[src/rtl/stopwatch_timer_ctrl.sv]
// Stopwatch/timer controller: prescaled tick, up/down count with preset,
// lap-freeze display hold and an EXPIRED state with alarm/wrap pulses.
module stopwatch_timer_ctrl #(
  parameter int CNT_W    = 16,
  parameter int TICK_DIV = 100
) (
  input  logic             clk,
  input  logic             rst,
  input  logic             start,
  input  logic             stop,
  input  logic             clear,
  input  logic             lap,
  input  logic             mode,
  input  logic [CNT_W-1:0] preset,
  output logic [CNT_W-1:0] count,
  output logic [CNT_W-1:0] disp_count,
  output logic [2:0]       status,
  output logic             count_enable,
  output logic             tick,
  output logic             alarm,
  output logic             wrap
);

  localparam int DIV_W = (TICK_DIV > 2) ? $clog2(TICK_DIV) : 1;
  localparam logic [DIV_W-1:0] DIV_MAX = DIV_W'(TICK_DIV - 1);
  localparam logic [CNT_W-1:0] CNT_MAX = {CNT_W{1'b1}};
  localparam logic [CNT_W-1:0] CNT_ONE = CNT_W'(1);

  typedef enum logic [2:0] {
    S_IDLE    = 3'b000,
    S_RUNNING = 3'b001,
    S_PAUSED  = 3'b010,
    S_LAP     = 3'b011,
    S_EXPIRED = 3'b100
  } state_e;

  state_e           state_q;
  logic [CNT_W-1:0] count_q;
  logic [CNT_W-1:0] freeze_q;
  logic [DIV_W-1:0] div_q;
  logic             mode_q;
  logic             alarm_q;
  logic             wrap_q;

  logic enable_s;
  logic tick_s;
  logic expire_s;
  logic start_go_s;
  logic lap_go_s;

  assign enable_s   = (state_q == S_RUNNING) || (state_q == S_LAP);
  assign tick_s     = enable_s && (div_q == DIV_MAX);
  assign expire_s   = tick_s && mode_q && (count_q == CNT_ONE);
  // start loses to a simultaneous stop; lap loses to either
  assign start_go_s = start && !stop;
  assign lap_go_s   = lap && !stop && !start;

  // Single FSM: state, prescaler, count, freeze register and output pulses
  always_ff @(posedge clk) begin
    alarm_q <= 1'b0;
    wrap_q  <= 1'b0;
    if (rst) begin
      state_q  <= S_IDLE;
      count_q  <= '0;
      freeze_q <= '0;
      div_q    <= '0;
      mode_q   <= 1'b0;
    end else if (clear) begin
      state_q  <= S_IDLE;
      count_q  <= '0;
      freeze_q <= '0;
      div_q    <= '0;
    end else begin
      if (tick_s) begin
        div_q <= '0;
        if (mode_q) begin
          count_q <= count_q - CNT_ONE;
        end else begin
          count_q <= count_q + CNT_ONE;
          wrap_q  <= (count_q == CNT_MAX);
        end
      end else if (enable_s) begin
        div_q <= div_q + DIV_W'(1);
      end

      case (state_q)
        S_IDLE: begin
          if (start_go_s) begin
            mode_q <= mode;
            div_q  <= '0;
            if (mode && (preset == '0)) begin
              state_q <= S_EXPIRED;
              count_q <= '0;
              alarm_q <= 1'b1;
            end else begin
              state_q <= S_RUNNING;
              count_q <= mode ? preset : '0;
            end
          end
        end
        S_RUNNING: begin
          if (expire_s) begin
            state_q <= S_EXPIRED;
            alarm_q <= 1'b1;
          end else if (stop) begin
            state_q <= S_PAUSED;
          end else if (lap_go_s) begin
            state_q  <= S_LAP;
            freeze_q <= count_q;
          end
        end
        S_LAP: begin
          if (expire_s) begin
            state_q <= S_EXPIRED;
            alarm_q <= 1'b1;
          end else if (stop) begin
            state_q <= S_PAUSED;
          end else if (lap_go_s) begin
            state_q <= S_RUNNING;
          end
        end
        S_PAUSED: begin
          if (start_go_s) begin
            state_q <= S_RUNNING;
          end
        end
        S_EXPIRED: begin
          // restart keeps the latched down mode and reloads the live preset
          if (start_go_s) begin
            div_q <= '0;
            if (preset == '0) begin
              count_q <= '0;
              alarm_q <= 1'b1;
            end else begin
              state_q <= S_RUNNING;
              count_q <= preset;
            end
          end else begin
            count_q <= '0;
          end
        end
        default: begin
          state_q <= S_IDLE;
          count_q <= '0;
          div_q   <= '0;
        end
      endcase
    end
  end

  assign count        = count_q;
  assign disp_count   = (state_q == S_LAP) ? freeze_q : count_q;
  assign status       = state_q;
  assign count_enable = enable_s;
  assign tick         = tick_s;
  assign alarm        = alarm_q;
  assign wrap         = wrap_q;

endmodule
[config.mk]
export PLATFORM = sky130hd
export DESIGN_NAME = stopwatch_timer_ctrl
export DESIGN_NICKNAME = d
export VERILOG_FILES = /design/src/rtl/stopwatch_timer_ctrl.sv
export SDC_FILE = /design/constraint.sdc
export NUM_CORES = 1
export LEC_CHECK = 0
export CAP_MARGIN = 20
export CORE_AREA = 2 2 82 84
export DETAILED_ROUTE_END_ITERATION = 10
export DIE_AREA = 0 0 84 86
export PLACE_DENSITY = 0.77
export SLEW_MARGIN = 20
export SYNTH_ARGS = -nofsm -noshare
export SYNTH_HDL_FRONTEND = slang
export SYNTH_SLANG_ARGS = --single-unit
[constraint.sdc]
create_clock -name clk -period 2.2 [get_ports clk]
set_input_delay 0.44 -clock clk [delete_from_list [all_inputs] [get_ports clk]]
set_output_delay 0.44 -clock clk [all_outputs]
set_load 0.02 [all_outputs]
# Word level (Yosys, flattened, before mapping)
# Index checks and enable logic that the tools add are counted.
dict set report totals {
  ff_bits 45
  in_bits 23
  word_cells 78
}
dict set report op_classes {
  n_addsub 3
  n_eq_ne 13
  mux 31
  bitwise_logic 4
  reduce_logical 20
}
# cell count
set ops {}
lappend ops {{2-to-1 mux 16 bit} 8}
lappend ops {{case mux 16 bit (3 select lines)} 1}
lappend ops {{2-to-1 mux 3 bit} 11}
lappend ops {{2-to-1 mux 7 bit} 3}
lappend ops {{adder 16 x 1 -> 16 bit (second input constant)} 1}
lappend ops {{== test 16 x 1 -> 1 bit (second input constant)} 1}
lappend ops {{== test 16 bit (second input constant)} 1}
lappend ops {{logical NOT 16 bit} 1}
lappend ops {{subtractor 16 x 1 -> 16 bit (second input constant)} 1}
lappend ops {{case mux 3 bit (5 select lines)} 1}
lappend ops {{case mux 7 bit (2 select lines)} 1}
lappend ops {{inequality test 2 bit (second input constant)} 4}
lappend ops {{inequality test 4 bit (second input constant)} 2}
lappend ops {{adder 7 x 1 -> 7 bit (second input constant)} 1}
lappend ops {{== test 7 bit (second input constant)} 1}
lappend ops {{logical AND 1 bit} 7}
lappend ops {{== test 3 x 2 -> 1 bit (second input constant)} 2}
lappend ops {{AND reduction 6 bit} 1}
lappend ops {{OR reduction 2 bit} 3}
lappend ops {{2-to-1 mux 1 bit} 5}
lappend ops {{inverter 1 bit} 4}
lappend ops {{AND reduction 4 bit} 1}
lappend ops {{OR reduction 4 bit} 1}
lappend ops {{== test 3 x 1 -> 1 bit (second input constant)} 1}
lappend ops {{other kinds (7)} 8}

# Depth between registers and ports, before layout
# Gate-level depths: netlist of run 1.
dict set report logic_depth {
  depth_word 7
  ltp_mapped 8
  ltp_nobuf 7
}

# Worst setup path after synthesis of run 1
# OpenSTA, ideal clock, no wires.
dict set report synth_path {
  path_kind {reg-to-output}
  start {reg state_q[2] (netlist: status[2])}
  end {out disp_count[10]}
  t_arrival_ns 1.793
  required_time_ns 1.760
  setup_slack_ns -0.033
  path_stages_with_launch 6
  n_path_buf 1
  cell_sequence {dfxtp_1 > nand2b_1 > inv_2 > nand2_1 > clkbuf_1 > mux2_2}
}
dict set report synth_between {
  elab_chain_len 2
}
# element line
set synth_lines {}
lappend synth_lines {{start, declared} 37} ;# state_e state_q;
lappend synth_lines {{start signal, assigned} 63} ;# state_q <= S_IDLE;
lappend synth_lines {{start signal, assigned} 69} ;# state_q <= S_IDLE;
lappend synth_lines {{start signal, assigned} 92} ;# state_q <= S_EXPIRED;
lappend synth_lines {{== test 3 x 2 -> 1 bit} 152} ;# assign disp_count = (state_q == S_LAP) ? freeze_q : count_q;
lappend synth_lines {{2-to-1 mux 16 bit} 152}
lappend synth_lines {{end, declared} 16} ;# output logic [CNT_W-1:0] disp_count,
# No other way between the ends.

# Worst setup path in the final report of run 1
dict set report layout_path {
  start {reg state_q[2] (netlist: status[2])}
  end {out disp_count[15]}
}
# Same word-level chain as after synthesis.

==> summary.txt, run 1 <==
Commonest cells after routing, fill and taps aside: 57 x buf_4, 44 x clkdlybuf4s50_1, 42 x dfxtp_1, 35 x nand2_1, 29 x a21oi_1
Num rows: 29
H-tree Lvls: 2
Worst Skew: 13.0 ps
Worst Path Required: 1760 ps
Uppermost layer routed: met4
Fin. max-slew vios: 0
FMAX: 468 MHz
Port Buffers: 61
Post-route setup slack: 64.7 ps
Largest cells by area after synthesis: dfxtp_1 32%, mux2_2 6.4%, a21oi_1 5.1%, nand2_1 4.8%, nand3_1 4.3%
Fin area: 4030 sq um
Clock sinks: 45
Period utilization: 97.1%
Multi-input gate area: 1800 sq um
Max cap viols: 0
#FFs+latches synth: 45
Nets@finish: 491
Number of CTS-inserted buffers: 5
First-pass GRT wire length: 14,500 um
Met3 Routed Length: 594 um
CP Data Arrival Time: 1700 ps
P&R area growth vs syn: 42.8%
Gpl congestion: 1.03
Worst r2r src: count[3]
CTS tree: built
Max Root-Sink Buffers: 2
CP startpoint kind: flop
Hpwl dp: 6790 um
Ys flop type: dfxtp_1
Worst hold start: freeze_q[14]
Height of the chip: 86 um
HP Class: reg -> reg
Syn Nets: 390
Met2 routed WL: 4480 um
Setup Crit Path Kind: reg -> out
CP max FO: 8
Worst vdd ir: 0.253 mV
Initial Utilization: 44.9%
Vias in the first global route: 2,930
Grt ovf: 0
Critical Path End Type: primary output
Vias: 3,173
Inserted Diodes: 0
Sequential-to-total area share from yosys stat: 32.0%
Residual DRC: 0
Number of synthesized flops with an enable pin: 0
Fill count: 552
Synth cell types: 56
Wl on met1: 4080 um
Drt pass-1 iters: 6
Run status: finished clean
Pleak: 1.58 nW
CTS Root Buffer Type: clkbuf_8
Core area: 6280 sq um
Worst setup startpoint: status[2]
PD cells: 414 nW/um^2
I/O Pins: 62
Worst-Skew Late Latency: 310 ps
Max-slew headroom: 59.1%
Share of cells above drive strength 1: 26.2%
Hold Fails Final Rpt: 0
Most common cell after layout, fill and taps aside: buf_4
Hold-fix buffers, CTS: 0
Post-synth top area cell: dfxtp_1
Post-synthesis cell count: 363
Post-synthesis instance area: 2820 sq um
Pin count of the biggest net entering global routing: 19
Clock transition at path regs: 90 ps
DR WL/cell: 17.4 um
DRT iter0 DRCs: 279
Post-layout minimum cycle time: 2140 ps
Worst-Margin Slew: 612 ps
DIE AREA: 7220 sq um
Pre-CTS setup slack: -125 ps
DIE WIDTH: 84 um
Post-synth top area share: 32.0%
Post-synthesis area per instance: 7.77 sq um
Antenna violations before repair: 0
Area after DPL: 3840 sq um
Post-route ant nets: 0
WL final: 9420 um
Register area: 907 sq um
Vias per cell: 5.85
GRT Util Overall: 24.7%
Ys Warns: 0
Async SR Flop Fraction: 0%
Final setup vio count: 0
[synthesized netlist by cell type (3+ instances only)]
library cell   n
dfxtp_1       45
nand2_1       36
a21oi_1       29
nor2_1        28
nand3_1       24
o21ai_0       24
clkbuf_1      18
mux2_2        16
nor3_1        13
or3_1         11
o21ai_1       10
xor2_1         8
mux2i_1        7
nor4_1         7
buf_2          6
xnor2_1        6
inv_1          5
a22oi_1        4
ha_1           4
nand2b_1       4
nand4_1        4
o211ai_1       4
buf_1          3
buf_6          3
[per-stage QoR]
step	hold WS (ps)	TNS [ps]	utilization (%)	std cells	power (W)
floorplan	441	0	-	363	0.000959
global placement	447	-2190	61.1	528	0.00109
detailed placement	458	-796	61.1	528	0.00109
CTS	471	0	63.2	537	0.00166
global route	503	-9.74	64.1	542	0.00174
finish	482	0	64.1	542	0.00167
[logic make-up (layout without fill, tap and decap cells)]
family	count (synthesis)	count (layout)	share of synthesized area (%)
flip-flops	45	45	32.0
adder cells (fa/ha/maj)	4	4	1.78
multiplexers	23	23	8.88
XOR/XNOR	14	14	4.35
AND/OR/NAND/NOR	152	152	28.5
buffers and inverters	36	138	5.86
AO/OA/AOI/OAI	89	89	18.7
[cell type report]
type	count	share of cell area, %
Inverter	6	0.559
Tap cell	77	2.39
Sequential cell	45	22.5
Clock inverter	1	0.124
Clock buffer	7	2.39
Multi-Input combinational cell	282	44.7
Timing Repair Buffer	124	27.3
[critical path, stage by stage, from the launching register on]
cell and delay [ps]:
dfxtp_4 370, nand2b_4 130, inv_2 60, nand2_4 100
buf_12 130, mux2_2 350, clkdlybuf4s15_2 260
[path summary, 6_finish.rpt]
kind | to | slack [ps] | cells past startpoint
max | disp_count[15] | 60 | 6
min | freeze_q[14] | 480 | 2
max reg2reg | freeze_q[7] | 90 | 6
min reg2reg | freeze_q[14] | 480 | 2
[per-layer routing]
layer / vias to the layer above / global-route usage (%)
li1: 1520 / -
met1: 1477 / 31.3
met2: 151 / 42.3
met3: 25 / 4.33
met4: 0 / 8.94
met5: - / 0
[report_power, final]
group          total [W]  internal (W)  switching [W]
registers       0.000826      0.000819     0.00000731
clock network   0.000582      0.000285       0.000298
logic           0.000260      0.000126       0.000135
total            0.00167       0.00123       0.000440
[state kept, by name (all words and copies together), names as in the netlist]
| name | cells |
|---|---|
| wrap | 1 |
| alarm | 1 |
| mode_q | 1 |
| freeze_q | 16 |
| div_q | 7 |
| count | 16 |
| status | 3 |
[repair_timing]
item / CTS / global route
pin swaps: 1 / 12
setup buffers: 1 / 3
endpoints found under the setup margin: 19 / 40
cloned: 0 / 2
resized for setup: 42 / 29
Note: power is estimated with default switching activity, not from simulation.
==> run 2: changes to the inputs <==
--- a/config.mk
+++ b/config.mk
@@ -10,6 +10,7 @@
 export DETAILED_ROUTE_END_ITERATION = 10
 export DIE_AREA = 0 0 84 86
 export PLACE_DENSITY = 0.77
+export SKIP_LAST_GASP = 1
 export SLEW_MARGIN = 20
 export SYNTH_ARGS = -nofsm -noshare
 export SYNTH_HDL_FRONTEND = slang
==> constraint.sdc (replaced) <==
create_clock -name clk -period 2.2 [get_ports clk]
set_input_delay 0.44 -clock clk [delete_from_list [all_inputs] [get_ports clk]]
set_output_delay 0.44 -clock clk [all_outputs]
set_load 0.01 [all_outputs]
==> summary.txt, run 2 (synthesis results as in run 1) <==
GRT Util Overall: 24.9%
Vias per cell: 5.90
I/O Pins: 62
Max cap viols: 0
Worst vdd ir: 0.312 mV
Crit-path leading delay family: buffers and inverters
Fin util: 63.4%
Internal power: 0.00117 W
Most common cell after layout, fill and taps aside: buf_4
Max Root-Sink Buffers: 2
Residual DRC: 0
Max-slew headroom: 52.5%
FMAX: 453 MHz
P&R area growth vs syn: 41.1%
Nets@finish: 492
Period utilization: 100%
Num rows: 29
Worst hold start: freeze_q[9]
Pin count of the biggest net entering global routing: 18
Initial Utilization: 44.9%
Post-route ant nets: 0
Pleak: 1.54 nW
DR WL/cell: 16.7 um
DIE WIDTH: 84 um
Height of the chip: 86 um
Critical Path End Type: primary output
H-tree Lvls: 2
CP max FO: 9
Setup TNS: -8.76 ps
Sw Pwr: 0.000403 W
Hold-fix buffers, CTS: 0
Antenna violations before repair: 0
Fin. max-slew vios: 0
Sequential share of power: 52.6%
Final non-filler cell total: 543
Net Sw Frac: 25.7%
Failing checks: negative setup slack
Hold Fails Final Rpt: 0
Hpwl dp: 6680 um
Vias: 3,201
Crit-path cells: nand2b_4 -> inv_2 -> nand2_2 -> buf_12 -> buf_4 -> mux2_2 -> clkdlybuf4s15_1
DIE AREA: 7220 sq um
CTS tree: built
Comb pwr share: 15.6%
HP Class: reg -> reg
Slowest CP cell: dfxtp_4
CTS Root Buffer Type: clkbuf_8
Number of placed instances, taps included: 525
Final Power: 0.00157 W
Commonest cells after routing, fill and taps aside: 60 x buf_4, 44 x dfxtp_1, 44 x clkdlybuf4s50_1, 35 x nand2_1, 29 x a21oi_1
Setup Crit Path Kind: reg -> out
Worst Skew: 6.19 ps
Vias in the first global route: 2,991
WL final: 9050 um
Clk pwr share: 31.8%
Drt pass-1 iters: 7
PD cells: 394 nW/um^2
Hold WS: 474 ps
Grt ovf: 0
Port Buffers: 61
Post-layout minimum cycle time: 2210 ps
Clock sinks: 45
Final setup vio count: 1
Worst r2r src: div_q[0]
Core area: 6280 sq um
Buf/Inv on CP: 4
Clock transition at path regs: 80 ps
Worst-Skew Late Latency: 290 ps
Critical path's largest stage delay: 360 ps
CP startpoint kind: flop
Post-route setup slack: -8.76 ps
CP Data Arrival Time: 1770 ps
Gpl congestion: 0.989
Worst-Margin Slew: 706 ps
Worst Path Required: 1760 ps
RSZ-0062 raised after global routing: yes
First-pass GRT wire length: 14,700 um
Share of cells above drive strength 1: 22.5%
Run status: complete, but fails checks
DRT iter0 DRCs: 255
Inserted Diodes: 0
Number of CTS-inserted buffers: 5
Worst setup startpoint: status[2]
[run 2: changes by cell type in the layout (fill, tap and decap cells not counted), sizes merged]
cell	change
clkdlybuf4s15	+6
clkinv	-1
clkbuf	-8
dlygate4sd2	+2
buf	+2
[run 2: path summary, 6_finish.rpt]
path / to / slack (ps) / depth (start not counted)
hold / removal: freeze_q[9] / 470 / 2
setup / recovery: disp_count[4] / -9 / 7
setup reg to reg: status[2] / 100 / 9
hold reg to reg: freeze_q[9] / 470 / 2
[run 2: cell type report]
type	count	area, sq um
inverters	6	22.5
multi-input cells	282	1770
clock buffers	8	80.1
repair buffers	125	1100
fillers	577	2300
well taps	77	96.3
flip-flops and latches	45	905
[run 2: power by group through the flow]
| stage | logic, W | clock network (W) | registers, W |
|---|---|---|---|
| 3_5_place_dp | 0.000239 | 0 | 0.000845 |
| 6_report | 0.000245 | 0.000498 | 0.000825 |
| 2_1_floorplan | 0.000103 | 0 | 0.000848 |
| 3_3_place_gp | 0.000238 | 0 | 0.000844 |
| 4_1_cts | 0.000238 | 0.000509 | 0.000825 |
| 5_1_grt | 0.000261 | 0.000543 | 0.000826 |
[run 2: metrics by stage]
step / setup slack [ps] / area, sq um
after CTS: -109 / 3880
after floorplan: 66.7 / 2820
final: -8.76 / 3980
after global routing: -34.9 / 3980
after detailed placement: -186 / 3810
after global placement: -227 / 3810
[run 2: repair_timing]
action / CTS / global route
setup buffers: 1 / 9
gates cloned: 0 / 0
resized for setup: 18 / 27
pin swaps: 0 / 2
endpoints found under the setup margin: 17 / 39
[run 2: worst register-to-register path: stages, from the launching register on]
cell and delay [ps]:
dfxtp_1 350, ha_1 190, or4bb_1 420, or2_4 250, inv_2 70, buf_6 100
buf_4 170, nand3_1 150, a21o_1 200, mux2i_1 130
[run 2: layer usage]
metal	GRT usage, %	vias up	part of all wire [%]
li1	-	1523	-
met1	31.5	1526	43
met2	43.7	128	48
met3	3.56	24	5.7
met4	8.06	0	3.0
met5	0	-	0
==> run 3: changes to the inputs <==
--- a/config.mk
+++ b/config.mk
@@ -10,6 +10,7 @@
 export DETAILED_ROUTE_END_ITERATION = 10
 export DIE_AREA = 0 0 84 86
 export PLACE_DENSITY = 0.77
+export SETUP_SLACK_MARGIN = 0.05
 export SKIP_LAST_GASP = 1
 export SLEW_MARGIN = 20
 export SYNTH_ARGS = -nofsm -noshare
==> summary.txt, run 3 (synthesis results as in run 1) <==
Port Buffers: 61
Comb pwr share: 15.7%
PD cells: 394 nW/um^2
Hpwl dp: 6680 um
Worst Skew: 7.54 ps
DR WL/cell: 17.0 um
Crit-path cells: nand2b_4 -> inv_2 -> nand2_4 -> buf_12 -> mux2_2 -> clkdlybuf4s15_1
Max cap viols: 0
Core area: 6280 sq um
Worst-Margin Slew: 727 ps
FMAX: 472 MHz
WL final: 9150 um
Number of CTS-inserted buffers: 5
CP startpoint kind: flop
Period utilization: 96.4%
Gpl congestion: 0.989
Max-slew headroom: 51.1%
Post-layout minimum cycle time: 2120 ps
GRT Util Overall: 24.7%
First-pass GRT wire length: 14,600 um
P&R area growth vs syn: 41.8%
Hold-fix buffers, CTS: 0
DIE AREA: 7220 sq um
CTS Root Buffer Type: clkbuf_8
Most common cell after layout, fill and taps aside: buf_4
Nets@finish: 487
Worst Path Required: 1760 ps
Run status: finished clean
Sw Pwr: 0.000408 W
HP Class: reg -> reg
Num rows: 29
Height of the chip: 86 um
Inserted Diodes: 0
CTS tree: built
DRT iter0 DRCs: 220
Initial Utilization: 44.9%
Worst-Skew Late Latency: 300 ps
Share of cells above drive strength 1: 21.5%
Post-route ant nets: 0
Clk pwr share: 31.9%
Internal power: 0.00117 W
Pleak: 1.53 nW
Vias: 3,204
Sequential share of power: 52.4%
Drt pass-1 iters: 6
Clock sinks: 45
Hold WS: 476 ps
H-tree Lvls: 2
Antenna violations before repair: 0
CP max FO: 8
Worst vdd ir: 0.312 mV
Final setup vio count: 0
Max Root-Sink Buffers: 2
Critical path's largest stage delay: 370 ps
Grt ovf: 0
DIE WIDTH: 84 um
Fin area: 4000 sq um
Area after DPL: 3810 sq um
Setup Crit Path Kind: reg -> out
Net Sw Frac: 25.9%
Vias in the first global route: 2,988
Vias per cell: 5.96
I/O Pins: 62
Pin count of the biggest net entering global routing: 18
RSZ-0062 raised after global routing: yes
Critical Path End Type: primary output
Fin. max-slew vios: 0
CP Data Arrival Time: 1680 ps
Residual DRC: 0
Clock transition at path regs: 80 ps
Commonest cells after routing, fill and taps aside: 55 x buf_4, 44 x clkdlybuf4s50_1, 42 x dfxtp_1, 35 x nand2_1, 29 x a21oi_1
Hold Fails Final Rpt: 0
Slowest CP cell: dfxtp_4
run 3: cell count changes in the layout (fill, tap and decap cells not counted), moves of 2 or more:
cell / delta
buf_4: -5
clkbuf_2: -5
clkdlybuf4s15_1: +6
dfxtp_1: -2
dfxtp_2: +2
dlygate4sd2_1: -2
run 3: timing repair:
item	in CTS	in global routing
pin swaps	2	3
buffers inserted	1	3
resized for setup	26	24
cloned	0	1
endpoints found under the setup margin	30	37
run 3: final cells by class:
| class | instances | area (sq um) |
|---|---|---|
| fillers | 571 | 2280 |
| multi-input cells | 282 | 1790 |
| repair buffers | 120 | 1100 |
| flip-flops and latches | 45 | 907 |
| well taps | 77 | 96.3 |
| clock buffers | 8 | 80.1 |
| inverters | 6 | 22.5 |
run 3: metrics by stage:
stage	utilization, %	total power, W	TNS, ps	instances	worst slack [ps]
after floorplan	-	0.000951	0	363	66.7
after global placement	60.8	0.00108	-2540	525	-227
after detailed placement	60.8	0.00108	-1810	525	-186
after CTS	62.0	0.00157	-24.6	534	-14.7
after global routing	63.7	0.00163	-1.81	538	-1.81
final	63.7	0.00157	0	538	80.2
run 3: per-layer routing:
metal / global-route usage, % / vias to the layer above / routed length (um)
met5: 0 / - / 0
met4: 8.36 / 0 / 237
met3: 3.46 / 24 / 728
met2: 43.2 / 176 / 4450
met1: 31.3 / 1496 / 3730
li1: - / 1508 / -
run 3: final timing paths:
| kind | start | to | slack, ps | cells past startpoint |
|---|---|---|---|---|
| worst min register to register | freeze_q[2] | freeze_q[2] | 480 | 2 |
| worst min-delay path | freeze_q[2] | freeze_q[2] | 480 | 2 |
| worst max-delay path | status[2] | disp_count[4] | 80 | 6 |
| worst max register to register | count[8] | status[0] | 100 | 6 |
run 3: power by group through the flow:
stage                     clock network, W  logic, W  registers (W)
final                             0.000502  0.000247       0.000825
after CTS                         0.000509  0.000238       0.000825
after floorplan                          0  0.000103       0.000848
after detailed placement                 0  0.000239       0.000845
after global routing              0.000543  0.000263       0.000826
after global placement                   0  0.000238       0.000844
run 3: worst max-delay path: cells and delay by family, from the launching register on:
kind	cells	cell delay (ps)
simple gates	2	220
buf+inv	3	440
mux	1	350
flops	1	370
